File: config.mk
export PLATFORM = sky130hd
export DESIGN_NAME = ysyx_23060203_branch_ctl
export DESIGN_NICKNAME = d
export VERILOG_FILES = /design/src/rtl/ysyx_23060203_br_pkg.sv /design/src/rtl/ysyx_23060203_br_cmp.sv /design/src/rtl/ysyx_23060203_branch_ctl.sv
export SDC_FILE = /design/constraint.sdc
export NUM_CORES = 1
export LEC_CHECK = 0
export CORE_UTILIZATION = 50
export CTS_CLUSTER_DIAMETER = 100
export DETAILED_ROUTE_END_ITERATION = 12
export HOLD_SLACK_MARGIN = 0.05
export PLACE_DENSITY = 0.81
export SYNTH_ARGS = -nofsm -noshare
export SYNTH_HDL_FRONTEND = slang
export SYNTH_SLANG_ARGS = --single-unit
File: constraint.sdc
create_clock -name clock -period 4.8 [get_ports clock]
set_clock_uncertainty 0.15 [all_clocks]
set_input_delay 0.72 -clock clock [delete_from_list [all_inputs] [get_ports clock]]
set_output_delay 0.72 -clock clock [all_outputs]
set_load 0.02 [all_outputs]
File: src/rtl/ysyx_23060203_br_pkg.sv
// ysyx_23060203_br_pkg
//   Shared types and constants for the IDU control-transfer resolver:
//   - op_e    : control-transfer op kinds (BR, JAL, JALR)
//   - state_e : resolver FSM states
//   - F3_*    : RV32 branch funct3 codes
//   - decode_op() maps the raw 2-bit decode op onto op_e (code 3 behaves as JAL)
package ysyx_23060203_br_pkg;

  typedef enum logic [1:0] {
    OP_BR   = 2'd0,
    OP_JAL  = 2'd1,
    OP_JALR = 2'd2
  } op_e;

  typedef enum logic [1:0] {
    ST_IDLE  = 2'd0,
    ST_OPER  = 2'd1,
    ST_EVAL  = 2'd2,
    ST_REDIR = 2'd3
  } state_e;

  localparam logic [2:0] F3_BEQ  = 3'b000;
  localparam logic [2:0] F3_BNE  = 3'b001;
  localparam logic [2:0] F3_BLT  = 3'b100;
  localparam logic [2:0] F3_BGE  = 3'b101;
  localparam logic [2:0] F3_BLTU = 3'b110;
  localparam logic [2:0] F3_BGEU = 3'b111;

  // The unused op encoding 3 is folded onto JAL so decode never has to filter it.
  function automatic op_e decode_op(input logic [1:0] raw);
    case (raw)
      2'd0:    return OP_BR;
      2'd2:    return OP_JALR;
      default: return OP_JAL;
    endcase
  endfunction

endpackage

File: src/rtl/ysyx_23060203_br_cmp.sv
// ysyx_23060203_br_cmp
//   Combinational branch-condition evaluator.
//   Ports:
//     a, b   in  XLEN  operands (rs1, rs2)
//     funct  in  3     RV32 branch funct3
//     taken  out 1     condition result (funct3 010/011 never taken)
//   All six relations come from a single XLEN+1-bit subtract a-b.
module ysyx_23060203_br_cmp
  import ysyx_23060203_br_pkg::*;
#(
  parameter int XLEN = 32
) (
  input  logic [XLEN-1:0] a,
  input  logic [XLEN-1:0] b,
  input  logic [2:0]      funct,
  output logic            taken
);

  logic [XLEN:0] diff;
  logic          eq;
  logic          ltu;
  logic          lt;
  logic          ovf;

  // Zero-extended subtract: the extra top bit is the borrow, i.e. a < b unsigned.
  assign diff = {1'b0, a} - {1'b0, b};
  assign eq   = (diff[XLEN-1:0] == '0);
  assign ltu  = diff[XLEN];

  // Signed less-than is the result sign corrected by two's-complement overflow.
  assign ovf  = (a[XLEN-1] ^ b[XLEN-1]) & (diff[XLEN-1] ^ a[XLEN-1]);
  assign lt   = diff[XLEN-1] ^ ovf;

  always_comb begin
    taken = 1'b0;
    case (funct)
      F3_BEQ:  taken = eq;
      F3_BNE:  taken = ~eq;
      F3_BLT:  taken = lt;
      F3_BGE:  taken = ~lt;
      F3_BLTU: taken = ltu;
      F3_BGEU: taken = ~ltu;
      default: taken = 1'b0;
    endcase
  end

endmodule

File: src/rtl/ysyx_23060203_branch_ctl.sv
// ysyx_23060203_branch_ctl
//   Resolves one BR/JAL/JALR at a time in the IDU: latches the op from decode,
//   waits on the scoreboard for its source operands, evaluates condition and
//   target, and redirects the IFU through a valid/ready handshake when the
//   fetch path must change. Decode is stalled (in_ready=0) while busy.
//   Ports:
//     clock, reset_n            clock, asynchronous active-low reset
//     kill                      flush from a later stage, overrides everything
//     in_valid/in_ready         decode handshake
//     in_op/in_funct/in_pc/in_imm/in_rs1/in_rs2   op fields from decode
//     rs1_addr/rs2_addr         latched source indices to RF/scoreboard
//     rs1_busy/rs2_busy         scoreboard pending-write flags
//     rs1_data/rs2_data         operand data
//     redir_valid/redir_ready/redir_pc   redirect handshake to the IFU
//     done/done_taken           1-cycle retire pulse and resolved outcome
//   Build option:
//     YSYX_23060203_BTFN_EN  IFU predicts backward branches and JAL taken;
//                            redirect only on misprediction (JALR always).
module ysyx_23060203_branch_ctl
  import ysyx_23060203_br_pkg::*;
#(
  parameter int XLEN = 32,
  parameter int RAW  = 5
) (
  input  logic            clock,
  input  logic            reset_n,
  input  logic            kill,
  input  logic            in_valid,
  output logic            in_ready,
  input  logic [1:0]      in_op,
  input  logic [2:0]      in_funct,
  input  logic [XLEN-1:0] in_pc,
  input  logic [XLEN-1:0] in_imm,
  input  logic [RAW-1:0]  in_rs1,
  input  logic [RAW-1:0]  in_rs2,
  output logic [RAW-1:0]  rs1_addr,
  output logic [RAW-1:0]  rs2_addr,
  input  logic            rs1_busy,
  input  logic            rs2_busy,
  input  logic [XLEN-1:0] rs1_data,
  input  logic [XLEN-1:0] rs2_data,
  output logic            redir_valid,
  input  logic            redir_ready,
  output logic [XLEN-1:0] redir_pc,
  output logic            done,
  output logic            done_taken
);

  state_e          state;
  op_e             op_q;
  logic [2:0]      funct_q;
  logic [XLEN-1:0] pc_q;
  logic [XLEN-1:0] imm_q;
  logic [XLEN-1:0] a_q;
  logic [XLEN-1:0] b_q;

  logic            operand_wait;
  logic            cmp_taken;
  logic            taken;
  logic            need_redir;
  logic [XLEN-1:0] br_target;
  logic [XLEN-1:0] jalr_target;
  logic [XLEN-1:0] target;
  logic [XLEN-1:0] redir_target;

  // kill gates both handshakes combinationally so a flush can never let an
  // op in or complete a redirect in the same cycle.
  assign in_ready    = (state == ST_IDLE) && !kill;
  assign redir_valid = (state == ST_REDIR) && !kill;

  // Only the operands the op actually reads hold it in OPER.
  always_comb begin
    operand_wait = 1'b0;
    case (op_q)
      OP_BR:   operand_wait = rs1_busy | rs2_busy;
      OP_JALR: operand_wait = rs1_busy;
      default: operand_wait = 1'b0;
    endcase
  end

  ysyx_23060203_br_cmp #(.XLEN(XLEN)) u_cmp (
    .a     (a_q),
    .b     (b_q),
    .funct (funct_q),
    .taken (cmp_taken)
  );

  assign taken       = (op_q == OP_BR) ? cmp_taken : 1'b1;
  assign br_target   = pc_q + imm_q;
  assign jalr_target = (a_q + imm_q) & {{(XLEN-1){1'b1}}, 1'b0};
  assign target      = (op_q == OP_JALR) ? jalr_target : br_target;

`ifdef YSYX_23060203_BTFN_EN
  logic            pred_q;
  logic [XLEN-1:0] fallthrough;

  // The IFU already follows its prediction, so only a wrong guess needs a
  // redirect, and the correction may point back to the fall-through path.
  assign fallthrough  = pc_q + XLEN'(4);
  assign need_redir   = (op_q == OP_JALR) || (taken != pred_q);
  assign redir_target = taken ? target : fallthrough;

  // Static prediction made by the IFU, captured with the op.
  always_ff @(posedge clock or negedge reset_n) begin
    if (!reset_n) begin
      pred_q <= 1'b0;
    end else if (in_valid && in_ready) begin
      pred_q <= (decode_op(in_op) == OP_BR) ? in_imm[XLEN-1] : 1'b1;
    end
  end
`else
  // Without speculation the IFU always falls through, so every taken op redirects.
  assign need_redir   = taken;
  assign redir_target = target;
`endif

  // Resolver FSM plus its op/operand registers: IDLE latches the op, OPER
  // waits for and captures operands, EVAL decides, REDIR holds the request
  // until the IFU takes it. done is a single-cycle pulse on retirement.
  always_ff @(posedge clock or negedge reset_n) begin
    if (!reset_n) begin
      state      <= ST_IDLE;
      op_q       <= OP_BR;
      funct_q    <= '0;
      pc_q       <= '0;
      imm_q      <= '0;
      a_q        <= '0;
      b_q        <= '0;
      rs1_addr   <= '0;
      rs2_addr   <= '0;
      redir_pc   <= '0;
      done       <= 1'b0;
      done_taken <= 1'b0;
    end else begin
      done <= 1'b0;
      if (kill) begin
        state <= ST_IDLE;
      end else begin
        case (state)
          ST_IDLE: begin
            if (in_valid) begin
              op_q     <= decode_op(in_op);
              funct_q  <= in_funct;
              pc_q     <= in_pc;
              imm_q    <= in_imm;
              rs1_addr <= in_rs1;
              rs2_addr <= in_rs2;
              state    <= ST_OPER;
            end
          end
          ST_OPER: begin
            if (!operand_wait) begin
              a_q   <= rs1_data;
              b_q   <= rs2_data;
              state <= ST_EVAL;
            end
          end
          ST_EVAL: begin
            done_taken <= taken;
            if (need_redir) begin
              redir_pc <= redir_target;
              state    <= ST_REDIR;
            end else begin
              done  <= 1'b1;
              state <= ST_IDLE;
            end
          end
          ST_REDIR: begin
            if (redir_ready) begin
              done  <= 1'b1;
              state <= ST_IDLE;
            end
          end
          default: state <= ST_IDLE;
        endcase
      end
    end
  end

endmodule

==> impl_results.md, run 1 <==
* GRT Util Overall at 26.7%
* Pin count of the biggest net entering global routing at 96
* Max Fanout on Critical Path at 12
* Failing checks: negative setup slack
* Max-cap violations at 0
* Tcrit/Tclk final at 107%
* Count of final max-slew check failures at 0
* Largest cells by area after synthesis: sky130_fd_sc_hd__dfrtp_1 (36%), sky130_fd_sc_hd__mux2_2 (13%), sky130_fd_sc_hd__ha_1 (9.4%), sky130_fd_sc_hd__a21oi_1 (3.4%), sky130_fd_sc_hd__mux2_4 (3.3%)
* Number of distinct library cells after synthesis at 78
* Synth Cell Area at 12400 µm²
* Share of the synthesized area in the top cell type at 36.2%
* Leftover overflow at the end of global routing at 0
* RePlAce Congestion at 0.932
* Syn Area/Cell at 10.2 µm²
* Count of antenna diodes in the layout at 0
* Logic depth of the worst register-to-register path at 22
* Master cell of the clock root buffer: sky130_fd_sc_hd__clkbuf_16
* Number of fillers in the final layout at 1910
* Detail-routed via count per cell at 5.78
* Final ANT Viol Nets at 0
* First-pass GRT wire length at 54000 µm
* Cell-by-cell listing of the critical path: ha_4, a21o_1, o221ai_2, a21o_1, o31a_1, o21a_1, o211ai_1, and3_1, o21a_1, nor2_1, fa_1, o2111ai_1, nor4_1, nand3_1, nor4_2, nand4_1, nor4_4, buf_4, a31oi_1, or3b_4, clkbuf_16, mux2_4
* Clock net sink count at 179
* Number of enable-type register cells in the synthesized netlist at 0
* Final routed DRC violation total at 0
* Number of detailed-route iterations in the first pass at 5
* Minimum clock period after layout at 5150 ps
* Width of the die at 159 µm
* Area used by multi-input combinational logic at 7560 µm²
* Minimum setup slack among reg-to-reg paths at -350 ps
* Slowest cell on the critical path: sky130_fd_sc_hd__fa_1
* Number of placed instances, taps included at 1759
* Synthesized instance count at 1215
* Syn_nets at 1462
* Sequential cell area fraction in the yosys report at 36.2%
* Number of clock buffers inserted by TritonCTS at 17
* Required time at the endpoint of the critical path at 4970 ps
* Utilization after layout at 65.0%
* Cts-stage hold buffer count at 0
* Arrival time at the worst endpoint at 5320 ps
* Actual slew at the worst max-slew pin at 880 ps
* Via total after detailed routing at 10400
* Mean routed wirelength per cell at 18.7 µm
* Crit Reg-Reg Endpoint: redir_pc[18]
* Endpoints failing hold at 0
* RSZ-0062 raised after global routing: true
* Maximum clock frequency at 0.194 GHz
* Half-perimeter wire length after placement at 25400 µm
* Most used standard cells in the synthesized netlist: sky130_fd_sc_hd__dfrtp_1 (179), sky130_fd_sc_hd__mux2_2 (142), sky130_fd_sc_hd__ha_1 (93), sky130_fd_sc_hd__a21oi_1 (83), sky130_fd_sc_hd__nand2_1 (82)
* Clock tree from TritonCTS: yes
* Die Area at 25400 µm²
* Slew Limit Headroom at 39.8%
* Final Non-Filler Cells at 1794
* Clk pin slew, worst setup/hold paths at 80 ps
* Prevailing post-synth register cell: sky130_fd_sc_hd__dfrtp_1
* Sequential cell area at 4480 µm²
* Slowest stage delay, CP at 490 ps
* Origin of the worst setup path: a_q[6]
* Setup WS post-layout at -347 ps
* Cell row count at 57
* Via count of the first global-routing pass at 10400
* Initial antenna violation count at 1
* Worst Setup End Kind: flop
* Initial Util at 50.9%
* Total number of H-tree levels at 4
* Startpoint kind of the worst setup timing path: flop
* Share of cells above drive strength 1 at 21.2%
* Core Footprint at 24300 µm²
* Outcome: complete, but fails checks
* Worst Path Class, Setup: reg2reg
* Class of the most critical hold timing path: in2async
* Number of I/O pins at 196
* Reg-to-reg critical path startpoint: a_q[6]
* Drt total wl at 33500 µm
* Buffer depth of the longest clock path at 2
* Synthesis warning total at 0
* PortBufs at 195
* Area grow syn2layout at 27.7%
* Number of setup violations in the final report at 36
* Layout Nets at 1704
* Worst Setup EP: redir_pc[18]
* Clock insertion delay at the later pin of the skew report at 440 ps
* Most frequently used cell type in the post-synthesis netlist: sky130_fd_sc_hd__dfrtp_1
* Post-synthesis sequential element count at 179
* Chip Height at 159 µm
* Cell type contributing the most total cell area after synthesis: sky130_fd_sc_hd__dfrtp_1
* DR iter-0 viols at 693
* Proportion of synthesized flip-flops having asynchronous set or reset at 100%
worst min path at each step:
stage	to	slack (ps)
floorplan	a_q[0]	270
global placement	b_q[14]	340
detailed placement	b_q[26]	340
CTS	imm_q[23]	250
global route	imm_q[23]	300
finish	imm_q[23]	230
cells by family after synthesis:
logic type	Yosys count	share of synthesized area, %
adder cells (fa/ha/maj)	97	10.0
AO/OA/AOI/OAI	324	17.2
XOR/XNOR	69	4.88
multiplexers	178	17.0
AND/OR/NAND/NOR	267	11.2
flip-flops	179	36.2
buffers and inverters	101	3.55
layout by cell type, fill, tap and decap left out, types with 15 or more instances in the layout:
cell type,netlist,layout
sky130_fd_sc_hd__a211oi_1,16,16
sky130_fd_sc_hd__a21o_1,47,47
sky130_fd_sc_hd__a21oi_1,83,82
sky130_fd_sc_hd__buf_4,0,72
sky130_fd_sc_hd__clkbuf_16,0,18
sky130_fd_sc_hd__clkdlybuf4s50_1,0,194
sky130_fd_sc_hd__dfrtp_1,179,179
sky130_fd_sc_hd__ha_1,93,88
sky130_fd_sc_hd__inv_1,52,51
sky130_fd_sc_hd__mux2_2,142,142
sky130_fd_sc_hd__mux2_4,27,27
sky130_fd_sc_hd__nand2_1,82,82
sky130_fd_sc_hd__nand2b_1,15,15
sky130_fd_sc_hd__nand3_1,24,24
sky130_fd_sc_hd__nand4_1,15,15
sky130_fd_sc_hd__nor2_1,49,48
sky130_fd_sc_hd__nor3_1,15,15
sky130_fd_sc_hd__o21a_1,18,18
sky130_fd_sc_hd__o21ai_0,62,62
sky130_fd_sc_hd__o21bai_1,16,16
sky130_fd_sc_hd__xnor2_1,33,33
sky130_fd_sc_hd__xor2_1,36,36
layout make-up:
| type | instances | area share (%) |
|---|---|---|
| well taps | 324 | 2.57 |
| multi-input cells | 935 | 47.8 |
| clock inverters | 14 | 0.863 |
| flip-flops and latches | 179 | 28.3 |
| inverters | 52 | 1.24 |
| clock buffers | 18 | 2.78 |
| repair buffers | 272 | 16.4 |
per-layer routing:
layer  global-route usage (%)  up-vias  share of wire [%]
met5                        0        -              0.039
met4                     8.44        2                2.4
met3                     4.77       48                5.3
met2                     44.6      372                 48
met1                     35.3     4987                 45
li1                         -     4959                  -
metrics by stage:
| step | hold WS [ps] | worst slack [ps] | TNS [ps] | cell area [µm²] |
|---|---|---|---|---|
| floorplan | 274 | -85.7 | -2260 | 12400 |
| CTS | 245 | -322 | -10090 | 15800 |
| global route | 300 | -646 | -21400 | 15800 |
| detailed placement | 344 | -467 | -15020 | 15200 |
| finish | 225 | -347 | -11070 | 15800 |
| global placement | 337 | -307 | -9670 | 15200 |
worst max-delay path: cells and delay by family, from the launching register on:
kind / cells / cell delay [ps]
AOI/OAI and AO/OA: 9 / 1470
DFF: 1 / 410
adders and majority gates: 2 / 770
buffers and inverters: 2 / 370
and+or+nand+nor: 8 / 1550
muxes: 1 / 310
what timing repair did:
item / 4_1_cts / 5_1_grt
buffers inserted: 2 / 0
hold endpoints to repair: 0 / 0
gates cloned: 0 / 1
pin swaps: 2 / 1
resized for setup: 3 / 5
endpoints found under the setup margin: 36 / 36
state kept, by name, summed over array words and instances, names as in the netlist:
signal	cells
a_q	32
b_q	32
imm_q	32
pc_q	32
redir_pc	32
rs1_addr	5
rs2_addr	5
funct_q	3
op_q	2
state	2
done	1
done_taken	1
Power of run 1 is not shown: default switching activity piles up to over one toggle a cycle in this logic, so the estimate is an artifact.
==> run 2: changes to the inputs <==
--- a/config.mk
+++ b/config.mk
@@ -5,6 +5,7 @@
 export SDC_FILE = /design/constraint.sdc
 export NUM_CORES = 1
 export LEC_CHECK = 0
+export CORE_MARGIN = 8
 export CORE_UTILIZATION = 50
 export CTS_CLUSTER_DIAMETER = 100
 export DETAILED_ROUTE_END_ITERATION = 12
==> impl_results.md, run 2 (synthesis gave the netlist of run 1 again) <==
* Leftover overflow at the end of global routing at 0 (unchanged)
* Final setup TNS at -13560 ps (-2490 ps)
* Mean routed wirelength per cell at 19.5 µm (+4.2%)
* RePlAce Congestion at 0.946 (+1.5%)
* Final ANT Viol Nets at 0 (unchanged)
* Core Footprint at 24300 µm² (unchanged)
* Buffer depth of the longest clock path at 2 (unchanged)
* Arrival time at the worst endpoint at 5420 ps (+100 ps)
* Minimum clock period after layout at 5250 ps (+103 ps)
* Worst Path Class, Setup: reg2reg
* Most used cells in the layout excluding fill and tap cells: sky130_fd_sc_hd__clkdlybuf4s50_1 (194), sky130_fd_sc_hd__dfrtp_1 (179), sky130_fd_sc_hd__mux2_2 (142), sky130_fd_sc_hd__ha_1 (88)
* Clock tree from TritonCTS: yes
* Area grow syn2layout at 28.7%
* Die Area at 30000 µm² (+18%)
* Detail-routed via count per cell at 5.82 (+0.64%)
* Number of I/O pins at 196 (unchanged)
* Worst Setup End Kind: flop
* Max-cap violations at 0 (unchanged)
* Total number of H-tree levels at 4 (unchanged)
* Cell-by-cell listing of the critical path: ha_4, a21o_1, o221ai_2, a21o_1, o31a_1, o21a_1, o211ai_1, and3_1, o21a_1, nor2_1, fa_1, o2111ai_2, nor4_1, nand3_1, nor4_2, nand4_1, nor4_4, a21oi_2, or3b_4, buf_4, buf_12, mux2_4
* Chip Height at 173 µm (+8.8%)
* Initial Util at 50.9% (unchanged)
* Slew Limit Headroom at 38.7% (-1.1 points)
* First-pass GRT wire length at 56700 µm (+5.0%)
* Number of clock buffers inserted by TritonCTS at 17 (unchanged)
* Setup WS post-layout at -451 ps (-103 ps)
* Max Fanout on Critical Path at 7 (-5)
* Slowest stage delay, CP at 550 ps (+60 ps)
* Tcrit/Tclk final at 109% (+2.2 points)
* PortBufs at 195 (unchanged)
* Via total after detailed routing at 10500 (+1.2%)
* Via count of the first global-routing pass at 10700 (+3.0%)
* Initial antenna violation count at 2 (+1)
* Class of the most critical hold timing path: in2async
* Actual slew at the worst max-slew pin at 919 ps (+39.4 ps)
* Width of the die at 173 µm (+8.8%)
* Startpoint kind of the worst setup timing path: flop
* Number of detailed-route iterations in the first pass at 5 (unchanged)
* Clock net sink count at 179 (unchanged)
* Number of setup violations in the final report at 36 (unchanged)
* Count of antenna diodes in the layout at 0 (unchanged)
* Cell row count at 57 (unchanged)
* Pin count of the biggest net entering global routing at 101 (+5.2%)
* Count of final max-slew check failures at 0 (unchanged)
* Slowest cell on the critical path: sky130_fd_sc_hd__fa_1
* Maximum clock frequency at 0.190 GHz (-2.0%)
* DR iter-0 viols at 724 (+4.5%)
* Clk pin slew, worst setup/hold paths at 80 ps (about the same)
* Endpoints failing hold at 0 (unchanged)
* Pre-CTS WS at -505 ps (-37.5 ps)
* Drt total wl at 35100 µm (+4.8%)
* Failing checks: negative setup slack
* Final-layout worst hold slack at 240 ps (+14.6 ps)
* Half-perimeter wire length after placement at 26900 µm (+5.9%)
* Share of cells above drive strength 1 at 21.9% (+0.74 points)
* GRT Util Overall at 23.1% (-3.6 points)
* Commonest non-fill, non-tap cell in the layout: sky130_fd_sc_hd__clkdlybuf4s50_1
* Final routed DRC violation total at 0 (unchanged)
* Cts-stage hold buffer count at 0 (unchanged)
* Layout Nets at 1714 (+0.59%)
* Clock insertion delay at the later pin of the skew report at 440 ps (about the same)
* Number of fillers in the final layout at 1905 (-0.26%)
* RSZ-0062 raised after global routing: true
* Outcome: complete, but fails checks
* Master cell of the clock root buffer: sky130_fd_sc_hd__clkbuf_16
* Required time at the endpoint of the critical path at 4960 ps (about the same)
-- run 2: worst max-delay path: cells and delay by family, from the launching register on --
family | cells | cell delay (ps)
AND/OR/NAND/NOR | 8 | 1670
buffers and inverters | 2 | 300
multiplexers | 1 | 290
adder cells (fa/ha/maj) | 2 | 840
AO/OA/AOI/OAI | 9 | 1470
flip-flops | 1 | 410
-- run 2: per-stage QoR --
stage / cells / cell area, µm² / utilization, %
2_1_floorplan: 1215 / 12400 / -
3_5_place_dp: 1760 / 15200 / 62.4
6_report: 1804 / 15900 / 65.5
5_1_grt: 1804 / 15900 / 65.5
3_3_place_gp: 1760 / 15200 / 62.4
4_1_cts: 1804 / 15900 / 65.6
-- run 2: metal layers --
layer	global-route usage [%]	wire length, µm	up-vias
li1	-	-	4978
met1	29.7	15100	5056
met2	37.0	16100	383
met3	5.53	2610	71
met4	8.98	1190	4
met5	0	20	-
-- run 2: path summary, 6_finish.rpt --
path / startpoint / to / slack (ps) / cells past startpoint
worst max-delay path: a_q[6] / redir_pc[21] / -450 / 22
worst min-delay path: reset_n / imm_q[25] / 240 / 1
worst max register to register: a_q[6] / redir_pc[21] / -450 / 22
worst min register to register: rs1_addr[1] / rs1_addr[1] / 360 / 1
max in group asynchronous: reset_n / redir_pc[6] / 3280 / 2
min in group clock: rs1_addr[1] / rs1_addr[1] / 360 / 1
-- run 2: what timing repair did --
item                                    in CTS  in global routing
buffers inserted                             9                  5
hold endpoints to repair                     0                  0
gates cloned                                 3                  0
resized for setup                           13                 13
pin swaps                                    2                  5
endpoints found under the setup margin      36                 36
-- run 2: layout make-up --
cell class / instances / area, µm² / area share [%]
Clock buffer: 19 / 433 / 2.72
Tap cell: 324 / 405 / 2.55
Timing Repair Buffer: 282 / 2680 / 16.9
Inverter: 52 / 195 / 1.23
Sequential cell: 179 / 4480 / 28.1
Multi-Input combinational cell: 935 / 7580 / 47.6
Clock inverter: 13 / 146 / 0.919
Power of run 2 is left out for the same reason.
